## src/rtl/pc_gen_pkg.sv

```systemverilog
// Shared encodings for the fetch PC generator: PC source select and FSM states.
package pc_gen_pkg;

    typedef enum logic [1:0] {
        PC_SRC_BOOT   = 2'b00,
        PC_SRC_TRAP   = 2'b01,
        PC_SRC_MRET   = 2'b10,
        PC_SRC_NORMAL = 2'b11
    } pc_src_e;

    typedef enum logic [1:0] {
        RST_S  = 2'b00,
        RUN_S  = 2'b01,
        HOLD_S = 2'b10
    } pc_state_e;

    // Byte step used for a 16-bit instruction when compressed fetch is enabled.
    localparam int unsigned PC_C_STEP = 2;

endpackage

```

## src/rtl/pc_gen_unit_pc_next_sel.sv

```systemverilog
// Combinational priority mux for redirect targets: BOOT > TRAP > MRET > branch.
import pc_gen_pkg::*;

module pc_next_sel #(
    parameter int unsigned      XLEN      = 32,
    parameter logic [XLEN-1:0]  RESET_VEC = '0
) (
    input  logic [1:0]       pc_src_in,
    input  logic             branch_taken_in,
    input  logic [XLEN-2:0]  iaddr_in,
    input  logic [XLEN-1:0]  trap_vec_in,
    input  logic [XLEN-1:0]  epc_in,
    output logic [XLEN-1:0]  target_out,
    output logic             redirect_out
);

    always_comb begin
        target_out   = {iaddr_in, 1'b0};
        redirect_out = 1'b0;
        case (pc_src_in)
            PC_SRC_BOOT: begin
                target_out   = RESET_VEC;
                redirect_out = 1'b1;
            end
            PC_SRC_TRAP: begin
                target_out   = trap_vec_in;
                redirect_out = 1'b1;
            end
            PC_SRC_MRET: begin
                target_out   = epc_in;
                redirect_out = 1'b1;
            end
            default: begin
                target_out   = {iaddr_in, 1'b0};
                redirect_out = branch_taken_in;
            end
        endcase
    end

endmodule

```

## src/rtl/pc_gen_unit.sv

```systemverilog
// Registered fetch PC generator with stall-deferred redirects.
// Optional macro PC_GEN_COMPRESSED_EN enables 2-byte steps for 16-bit instructions.
import pc_gen_pkg::*;

module pc_gen_unit #(
    parameter int unsigned      XLEN      = 32,
    parameter logic [XLEN-1:0]  RESET_VEC = 32'h0000_0000,
    parameter int unsigned      INC       = 4
) (
    input  logic             clk_in,
    input  logic             rst_in,
    input  logic             stall_in,
    input  logic             imem_ready_in,
    input  logic             branch_taken_in,
    input  logic [1:0]       pc_src_in,
    input  logic [XLEN-2:0]  iaddr_in,
    input  logic [XLEN-1:0]  trap_vec_in,
    input  logic [XLEN-1:0]  epc_in,
    input  logic             instr_is_c_in,
    output logic [XLEN-1:0]  pc_out,
    output logic [XLEN-1:0]  pc_plus_4_out,
    output logic [XLEN-1:0]  i_addr_out,
    output logic             i_req_out,
    output logic             hold_out,
    output logic             misalign_out
);

    pc_state_e        state_reg, state_next;
    logic [XLEN-1:0]  pc_reg, pc_next;
    logic [XLEN-1:0]  held_reg, held_next;
    logic             misalign_reg, misalign_next;
    logic             i_req_reg;
    logic             hold_reg;

    logic [XLEN-1:0]  target;
    logic             redirect;
    logic             advance;
    logic [XLEN-1:0]  step;

    pc_next_sel #(
        .XLEN      (XLEN),
        .RESET_VEC (RESET_VEC)
    ) u_next_sel (
        .pc_src_in       (pc_src_in),
        .branch_taken_in (branch_taken_in),
        .iaddr_in        (iaddr_in),
        .trap_vec_in     (trap_vec_in),
        .epc_in          (epc_in),
        .target_out      (target),
        .redirect_out    (redirect)
    );

`ifdef PC_GEN_COMPRESSED_EN
    assign step = instr_is_c_in ? XLEN'(PC_C_STEP) : XLEN'(INC);
`else
    logic unused_instr_is_c;
    assign unused_instr_is_c = instr_is_c_in;
    assign step = XLEN'(INC);
`endif

    assign advance = i_req_reg & imem_ready_in & ~stall_in;

    always_comb begin
        state_next    = state_reg;
        pc_next       = pc_reg;
        held_next     = held_reg;
        misalign_next = misalign_reg;
        case (state_reg)
            RST_S: begin
                state_next = RUN_S;
            end
            RUN_S: begin
                if (redirect && !stall_in) begin
                    pc_next       = target;
                    misalign_next = target[1];
                end else if (redirect) begin
                    held_next  = target;
                    state_next = HOLD_S;
                end else if (advance) begin
                    pc_next       = pc_reg + step;
                    misalign_next = 1'b0;
                end
            end
            HOLD_S: begin
                if (stall_in) begin
                    // Newest redirect replaces whatever was latched earlier.
                    if (redirect) begin
                        held_next = target;
                    end
                end else begin
                    pc_next       = redirect ? target : held_reg;
                    misalign_next = redirect ? target[1] : held_reg[1];
                    state_next    = RUN_S;
                end
            end
            default: begin
                state_next = RST_S;
            end
        endcase
`ifdef PC_GEN_COMPRESSED_EN
        misalign_next = 1'b0;
`endif
    end

    always_ff @(posedge clk_in) begin
        if (rst_in) begin
            state_reg <= RST_S;
        end else begin
            state_reg <= state_next;
        end
    end

    always_ff @(posedge clk_in) begin
        if (rst_in) begin
            pc_reg       <= RESET_VEC;
            held_reg     <= '0;
            misalign_reg <= 1'b0;
            i_req_reg    <= 1'b0;
            hold_reg     <= 1'b0;
        end else begin
            pc_reg       <= pc_next;
            held_reg     <= held_next;
            misalign_reg <= misalign_next;
            i_req_reg    <= (state_next != RST_S);
            hold_reg     <= (state_next == HOLD_S);
        end
    end

    assign pc_out        = pc_reg;
    assign pc_plus_4_out = pc_reg + step;
    assign i_req_out     = i_req_reg;
    assign i_addr_out    = i_req_reg ? pc_reg : '0;
    assign hold_out      = hold_reg;
    assign misalign_out  = misalign_reg;

endmodule

```

## config.mk

```make
export PLATFORM = sky130hd
export DESIGN_NAME = pc_gen_unit
export DESIGN_NICKNAME = d
export VERILOG_FILES = /design/src/rtl/pc_gen_pkg.sv /design/src/rtl/pc_gen_unit_pc_next_sel.sv /design/src/rtl/pc_gen_unit.sv
export SDC_FILE = /design/constraint.sdc
export NUM_CORES = 1
export LEC_CHECK = 0
export BUFFER_PORTS_ARGS = -buffer_cell sky130_fd_sc_hd__buf_2
export CORE_MARGIN = 2
export CORE_UTILIZATION = 24
export DETAILED_ROUTE_END_ITERATION = 8
export GPL_TIMING_DRIVEN = 0
export PLACE_DENSITY = 0.53
export SYNTH_ARGS = -nofsm -noshare
export SYNTH_HDL_FRONTEND = slang
export SYNTH_SLANG_ARGS = --single-unit
```

## constraint.sdc

```tcl
create_clock -name clk_in -period 4.6 [get_ports clk_in]
set_input_delay 0.92 -clock clk_in [delete_from_list [all_inputs] [get_ports clk_in]]
set_output_delay 0.92 -clock clk_in [all_outputs]
set_load 0.01 [all_outputs]
```

=== Word-level counts from Yosys, hierarchy flattened ===
Index checks and enable logic that the tools add are counted.

* Eq/ne operators: 10
* Order comparisons: 0
* Muxes and demuxes: 22
* Multiply operators: 0
* Shift operators: 0
* Divide/modulo/power cells: 0
* Reductions and logical operators: 9
* Add/sub/neg operators: 1
* Bitwise gates (word level): 3

{| class="wikitable"
|+ Operators with widths
! cell !! count
|-
| 2-to-1 mux 32 bit || 8
|-
| case mux 32 bit (2 select lines) || 2
|-
| case mux 32 bit (3 select lines) || 1
|-
| adder 32 x 3 -> 32 bit (second input constant) || 1
|-
| == test 2 bit (second input constant) || 3
|-
| 2-to-1 mux 1 bit || 6
|-
| 2-to-1 mux 2 bit || 3
|-
| != test 2 bit (second input constant) || 3
|-
| != test 3 bit (second input constant) || 2
|-
| case mux 2 bit (3 select lines) || 1
|-
| == test 2 x 1 -> 1 bit (second input constant) || 2
|-
| zero test 2 bit || 2
|-
| AND reduction 4 bit || 1
|-
| nonzero test 2 bit || 2
|-
| AND reduction 3 bit || 1
|-
| OR reduction 3 bit || 1
|-
| AND 1 bit || 2
|-
| case mux 1 bit (2 select lines) || 1
|-
| logical AND 1 bit || 1
|-
| zero test 1 bit || 1
|-
| inverter 1 bit || 1
|}

* Latch bits: 0
* Logic and storage cells: 51
* Bits in read-only memories: 0
* Bits of input ports: 103
* Memories kept: 0
* Bits in writable memories: 0
* Register bits: 69
* Output and inout bits: 99

=== Logic depth before layout (Yosys ltp) ===
Gate-level depths: netlist (run 1).

* Depth after elaboration: 7
* Depth in mapped cells: 10
* Depth with buffers taken out: 7

=== By module ===
A second synthesis (run 1) with hierarchy kept.

* Cell total of the unflattened synthesis: 678
* Area, all modules: 5537.8 sq um

{| class="wikitable"
|+ By module, submodules not included
! module !! cells an instance !! area each (sq um) !! instances
|-
| pc_gen_unit || 600 || 4643.2 || 1
|-
| pc_next_sel || 78 || 894.6 || 1
|}

=== Worst setup path before layout (run 1) ===
No wires, ideal clock.

* Path type: register to output
* From: register pc_reg[2] (netlist: pc_out[2])
* To: output port pc_plus_4_out[22]
* Slack: 1800 ps
* Data arrival time: 1880 ps
* Cell stages (with the launch flop): 7
* Required time: 3680 ps
* Cells stage by stage: dfxtp_1 -> ha_1 -> nand3_1 -> or4_4 -> buf_4 -> nor2_1 -> xor2_1

* Cells in the longest elaborated chain, start to end: 1

{| class="wikitable"
|+ Ends and longest elaborated chain
! element !! RTL line !! source
|-
| start, declared || pc_gen_unit.sv:29 || <nowiki>logic [XLEN-1:0] pc_reg, pc_next;</nowiki>
|-
| start signal, assigned || pc_gen_unit.sv:121 || <nowiki>pc_reg <= pc_next;</nowiki>
|-
| adder 32 x 3 -> 32 bit || pc_gen_unit.sv:130 || <nowiki>assign pc_plus_4_out = pc_reg + step;</nowiki>
|-
| end, declared || pc_gen_unit.sv:21 || <nowiki>output logic [XLEN-1:0] pc_plus_4_out,</nowiki>
|}

Every way passes these cells.

=== Final worst setup path (run 1) ===
* From: register pc_reg[2] (netlist: pc_out[2])
* To: output port pc_plus_4_out[30]

The elaborated chain is that of the path after synthesis.

==> results of run 1 <==
## per-stage QoR
step / area (um2) / power (mW) / worst slack [ns]
CTS: 6940 / 2.00 / 1.06
global route: 6940 / 2.09 / 0.919
global placement: 6670 / 1.34 / 1.01
detailed placement: 6670 / 1.34 / 1.01
finish: 6940 / 2.01 / 1.05
floorplan: 5330 / 1.08 / 1.80
## path summary, 6_finish.rpt
| kind | startpoint | end | cells after the start |
|---|---|---|---|
| max | pc_out[2] | pc_plus_4_out[30] | 7 |
| min reg2reg | held_reg[13] | held_reg[13] | 2 |
| min | held_reg[13] | held_reg[13] | 2 |
| max reg2reg | state_reg[0] | pc_out[30] | 9 |
## power by group through the flow
stage	clock (mW)	combinational (mW)	sequential (mW)
6_report	0.671	0.609	0.730
5_1_grt	0.690	0.662	0.740
4_1_cts	0.668	0.603	0.729
3_5_place_dp	0	0.601	0.742
3_3_place_gp	0	0.596	0.740
2_1_floorplan	0	0.353	0.731
## cells by family after synthesis
| logic type | Yosys count | synth area share (%) |
|---|---|---|
| AO/OA/AOI/OAI | 227 | 30.1 |
| XOR/XNOR | 27 | 4.44 |
| adder cells (fa/ha/maj) | 6 | 1.41 |
| buffers and inverters | 86 | 6.74 |
| flip-flops | 69 | 25.9 |
| multiplexers | 42 | 8.57 |
| AND/OR/NAND/NOR | 230 | 22.9 |
## worst max-delay path: stages (launching register included)
cell     delay, ns
dfxtp_1       0.47
ha_1          0.26
nand3_1       0.24
or4_4         0.51
buf_4         0.21
nor3_2        0.21
xnor2_1       0.19
buf_2         0.18
## layout by cell type (no fill, tap or decap), types with 24 or more instances in the layout
cell type / Yosys / final
a211oi_1: 39 / 39
a21oi_1: 37 / 37
a22oi_1: 24 / 24
and2_1: 35 / 35
buf_2: 20 / 217
clkbuf_1: 37 / 38
dfxtp_1: 69 / 69
mux2_2: 29 / 29
nand2_1: 41 / 41
nor2_1: 70 / 70
o21ai_0: 33 / 33
## routing by layer
layer	vias to the layer above	part of all wire, %	track usage [%]	routed length (um)
met2	296	46	34.2	11600
met4	0	2.6	7.58	651
met3	36	6.8	3.18	1730
met1	2995	45	28.1	11300
met5	-	0	0	0
li1	2975	-	-	-
## cell type report
type,count,area (um2)
buffer,65,280
clock buffer,10,229
clock inverter,6,40.0
fill,2429,14900
inverter,21,78.8
multi-input combinational,532,3590
sequential,69,1380
tap,280,350
timing repair buffer,197,986
==> metrics.txt, run 1 <==
Chip Height=between 150 and 200 um; DP HPWL=19300 um; post-detailed-route count of antenna-violating nets=0; switching pwr=0.744 mW; core area=~0.022 mm2; PD cells=290 mW/mm2; Int Pwr=1.26 mW; largest cells by area after synthesis=dfxtp_1 (26%), mux2_2 (6.1%), a211oi_1 (5.5%); f_max=281 MHz; Clk pin slew, worst setup/hold paths=0.07 ns; max-cap violation count=0; post-layout min period=3.55 ns; Worst Path Max Fanout=10; die width=153 um; Synth async-reset ratio=0%; clock latency on the worst-skew pair=0.36 ns; CTS Hold Buffers Added=0; Yosys warning total=0; Hold Vio Cnt, Final=0; crit path launch type=flop; Mapped Nets=796; Max clock buf depth=2; CP arrival=between 2 and 3 ns; Min-Delay Path Class=flop to flop; Final nets=roughly 1k; Mapped Cells=687; final wirelength=roughly 25000 um; Yosys cell types=70; ys flop type=dfxtp_1; TNS Setup=0 ns; top-count cell post-synth=nor2_1; Rows=54; DR iter-0 viols=620; Synth top area share=25.9%; Ports=between 200 and 250; CTS Root Cell=clkbuf_16; Initial Utilization=24.4%; DR vias/cell=between 5 and 6; Port Buf Inserts=197; H-tree Lvls=3; EDFF count, synth=0; r2r setup slk=1.74 ns; register area share after synthesis=around a quarter; Mapped Area=0.00533 mm2; Vias=6302; Final GP Congestion=approximately 0.9; Worst Setup End Kind=output pin; run status=completed; die area=0.0234 mm2; syn avg cell area=7.76 um2; worst vdd ir=approximately 150 uV; Layout area overhead=30.1%; post-CTS resize count=0; Reg power frac=36.3%; # clock sinks=69; fin. max-slew vios=0; Final period util=between 70 and 80%; Slew headroom=41.3%; Clock Skew=0.00756 ns; Seq cells post-synth=69; worst setup path category=flop to output pin; placed cells=roughly 1.2k; WL/cell=between 20 and 25 um; Clock Power Share=about a third; cts bufs inserted=9; sw frac=37.0%; first-pass GRT wire length=37800 um; Post-synth top cells=nor2_1 (70), dfxtp_1 (69), nand2_1 (41), a211oi_1 (39); Comb power frac=30.3%; Req. time, crit path=3.68 ns; RSZ-0062 raised after global routing=false; Layout Cells excl Fill=1180; vias in the first global route=6102; initial antenna violation count=1; drt pass-1 iters=5; # setup viols final=0; drc violations=0; cell type with the highest aggregate area in the netlist=dfxtp_1; Layout Utilization=31.8%; total track usage=21.0%; hold slack=0.490 ns; leakage=around 3 nW; largest net degree at the start of global routing=13; share of layout cells above drive strength 1=30.9%; CTS tree=done; Worst Tran Pin Value=0.880 ns; GR Overflow Total=0; # diodes=0; Post-CTS Setup Inserts=0
Power figures use the tool's default switching activity.
==> run 2, diff against run 1 <==
ABC_AREA = 1   (was default)
PLACE_DENSITY = 0.54   (was 0.53)
clock period = 3 ns   (was 4.6 ns; I/O delays follow)
==> run 2 against run 1 <==
  * Clock power grew 64%
  * Die area grew 1.9%
  * Combinational power grew 90%
  * Core utilization shrank 0.20 points
  * Sequential cell count is the same
  * Cell area grew 2.2%
  * Worst hold slack lost 0.027 ns
  * Setup slack lost 0.81 ns
  * Via count grew 6.7%
  * Synthesized cell count grew 40%
  * Critical path type unchanged
  * Largest power group unchanged
==> metrics.txt, run 2 <==
run status=completed (unchanged); f_max=about 360 MHz; WL/cell=15.9 um (was 21.4 um); switching pwr=1.31 mW (was 0.744 mW); top-count cell post-synth=nand2_1 (was nor2_1); CTS tree=done (unchanged); Hold Vio Cnt, Final=0 (unchanged); vias in the first global route=6228 (was 6102); cell type with the highest aggregate area in the netlist=dfxtp_1 (unchanged); commonest cells after routing, fill and taps aside=nand2_1 (333), buf_2 (214), nand3_1 (111) (was buf_2 (217), nor2_1 (70), dfxtp_1 (69)); post-detailed-route count of antenna-violating nets=0 (unchanged); Clk pin slew, worst setup/hold paths=0.06 ns (was 0.07 ns); Seq cells post-synth=69 (unchanged); largest cells by area after synthesis=dfxtp_1 (25%), nand2_1 (23%), nand3_1 (10%) (was dfxtp_1 (26%), mux2_2 (6.1%), a211oi_1 (5.5%)); sw frac=38.3% (was 37.0%); Comb power frac=33.8% (was 30.3%); initial antenna violation count=0 (was 1); total track usage=19.3% (was 21.0%); Clock Power Share=32.1% (was 33.4%); max-cap violation count=0 (unchanged); Max clock buf depth=2 (unchanged); CTS Root Cell=clkbuf_16 (unchanged); first-pass GRT wire length=35200 um (was 37800 um); DR vias/cell=4.61 (was 5.34); final wirelength=23200 um (was 25300 um); Worst Tran Pin Value=0.785 ns (was 0.880 ns); Final GP Congestion=0.896 (was 0.911); Yosys cell types=32 (was 70); GR Overflow Total=0 (unchanged); Final nets=1278 (was 1004); # setup viols final=0 (unchanged); Synth top area share=25.4% (was 25.9%); Clock Skew=0.00665 ns (was 0.00756 ns); Mapped Area=0.00543 mm2 (was 0.00533 mm2); # diodes=0 (unchanged); CP arrival=2.16 ns (was 2.63 ns); # fillers=2575 (was 2429); Worst Hold Launch=held_reg[0] (was held_reg[13]); Layout area overhead=30.5% (was 30.1%); hold-critical path endpoint=held_reg[0] (was held_reg[13]); cts bufs inserted=9 (unchanged); most common cell after layout, fill and taps aside=nand2_1 (was buf_2); Req. time, crit path=2.40 ns (was 3.68 ns); ys flop type=dfxtp_1 (unchanged); leakage=3.76 nW (was 2.98 nW); Synth async-reset ratio=0% (unchanged); post-layout min period=2.76 ns; Reg power frac=34.1% (was 36.3%); Port Buf Inserts=197 (unchanged); fin. max-slew vios=0 (unchanged); Mapped Cells=961 (was 687); r2r worst-path depth=12 (was 9); Rows=55 (was 54); DR iter-0 viols=579 (was 620); Final period util=92.0%; Slew headroom=47.7% (was 41.3%); TNS Setup=0 ns (unchanged); GR Util met2=32.2% (was 34.2%); H-tree Lvls=3 (unchanged); Post-synth top cells=nand2_1 (334), nand3_1 (111), inv_1 (107), nor2_1 (95), a21oi_1 (91) (was nor2_1 (70), dfxtp_1 (69), nand2_1 (41), a211oi_1 (39)); Chip Height=154 um (was 153 um); crit path launch type=flop (unchanged); Int Pwr=2.11 mW (was 1.26 mW); r2r setup slk=0.79 ns (was 1.74 ns); die width=154 um (was 153 um); PD cells=483 mW/mm2 (was 290 mW/mm2); Min-Delay Path Class=flop to flop (unchanged); syn avg cell area=5.65 um2 (was 7.76 um2); Worst Path Max Fanout=6 (was 10); Initial Utilization=24.2% (was 24.4%); CTS Hold Buffers Added=0 (unchanged); placed cells=1443 (was 1164); clock latency on the worst-skew pair=0.35 ns (was 0.36 ns); # clock sinks=69 (unchanged); worst setup path category=flop to output pin (unchanged); RSZ-0062 raised after global routing=false (unchanged); largest net degree at the start of global routing=12 (was 13); GR met1 Demand/Resource=24.5% (was 28.1%); DP HPWL=18700 um (was 19300 um); Ports=202 (unchanged); drt pass-1 iters=5 (unchanged); register area share after synthesis=25.4% (was 25.9%); GR peak layer=met2 (unchanged); worst vdd ir=240 uV (was 150 uV); core area=0.0224 mm2 (was 0.0218 mm2); die area=0.0239 mm2 (was 0.0234 mm2); EDFF count, synth=0 (unchanged); Worst Setup End Kind=output pin (unchanged); worst flop-to-flop path endpoint=misalign_out (was pc_out[30]); reg-to-reg startpoint=state_reg[0] (unchanged); Yosys warning total=0 (unchanged); hold depth=2 (unchanged); share of layout cells above drive strength 1=23.9% (was 30.9%); Post-CTS Setup Inserts=0 (unchanged); drc violations=0 (unchanged); Vias=6726 (was 6302); post-CTS resize count=1 (was 0); M3 GR Usage=4.37% (was 3.18%); Layout Cells excl Fill=1459 (was 1180); Mapped Nets=1070 (was 796)
-- run 2: cell type report --
class,count,area (um2),area share [%]
plain buffers,50,282,3.97
multi-input cells,730,3370,47.5
well taps,285,357,5.03
clock inverters,5,50.0,0.706
inverters,112,420,5.93
repair buffers,197,986,13.9
clock buffers,11,243,3.43
flip-flops and latches,69,1380,19.5
-- run 2: kinds of logic (layout without fill, tap and decap cells) --
logic type,Yosys count,after routing,synth area share (%)
AND/OR/NAND/NOR,575,575,44.9
buffers and inverters,162,375,12.9
AO/OA/AOI/OAI,140,140,13.9
flip-flops,69,69,25.4
XOR/XNOR,9,9,1.45
adder cells (fa/ha/maj),6,6,1.38
-- run 2: worst max-delay path by stage --
| stage | cells past startpoint | slack (ns) | from | end |
|---|---|---|---|---|
| 5_1_grt | 9 | 0.08 | pc_out[3] | pc_plus_4_out[26] |
| 6_report | 7 | 0.24 | pc_out[3] | pc_plus_4_out[14] |
| 2_1_floorplan | 6 | 0.98 | pc_out[2] | pc_plus_4_out[14] |
| 3_5_place_dp | 9 | 0.30 | pc_out[2] | pc_plus_4_out[20] |
| 3_3_place_gp | 9 | 0.29 | pc_out[2] | pc_plus_4_out[20] |
| 4_1_cts | 7 | 0.006 | pc_out[2] | pc_plus_4_out[14] |
-- run 2: through the flow --
| step | hold slack (ns) | setup WS, ns | utilization, % | area (um2) | total power [mW] |
|---|---|---|---|---|---|
| 2_1_floorplan | 0.424 | 0.982 | - | 5430 | 1.84 |
| 3_3_place_gp | 0.436 | 0.293 | 30.2 | 6770 | 2.33 |
| 3_5_place_dp | 0.448 | 0.304 | 30.2 | 6770 | 2.34 |
| 4_1_cts | 0.459 | 0.00613 | 31.5 | 7070 | 3.43 |
| 5_1_grt | 0.477 | 0.0843 | 31.6 | 7090 | 3.63 |
| 6_report | 0.463 | 0.240 | 31.6 | 7090 | 3.42 |
-- run 2: power by group through the flow --
stage,Combinational (mW),Sequential [mW],Clock [mW]
finish,1.16,1.17,1.10
global route,1.29,1.19,1.15
CTS,1.16,1.17,1.11
detailed placement,1.15,1.18,0
global placement,1.15,1.18,0
floorplan,0.676,1.17,0
-- run 2: layer usage --
layer,part of all wire [%],wire length [um]
met4,2.7,622
met3,7.1,1650
met5,0,0
met1,44,10300
met2,46,10600
-- run 2: worst max-delay path: stages (launching register included) --
cell and delay [ns]:
dfxtp_1 0.43, ha_1 0.25, nand2_1 0.08, nor2_2 0.18, nand2_2 0.20, nor2_2 0.20
xor2_1 0.28, buf_2 0.19
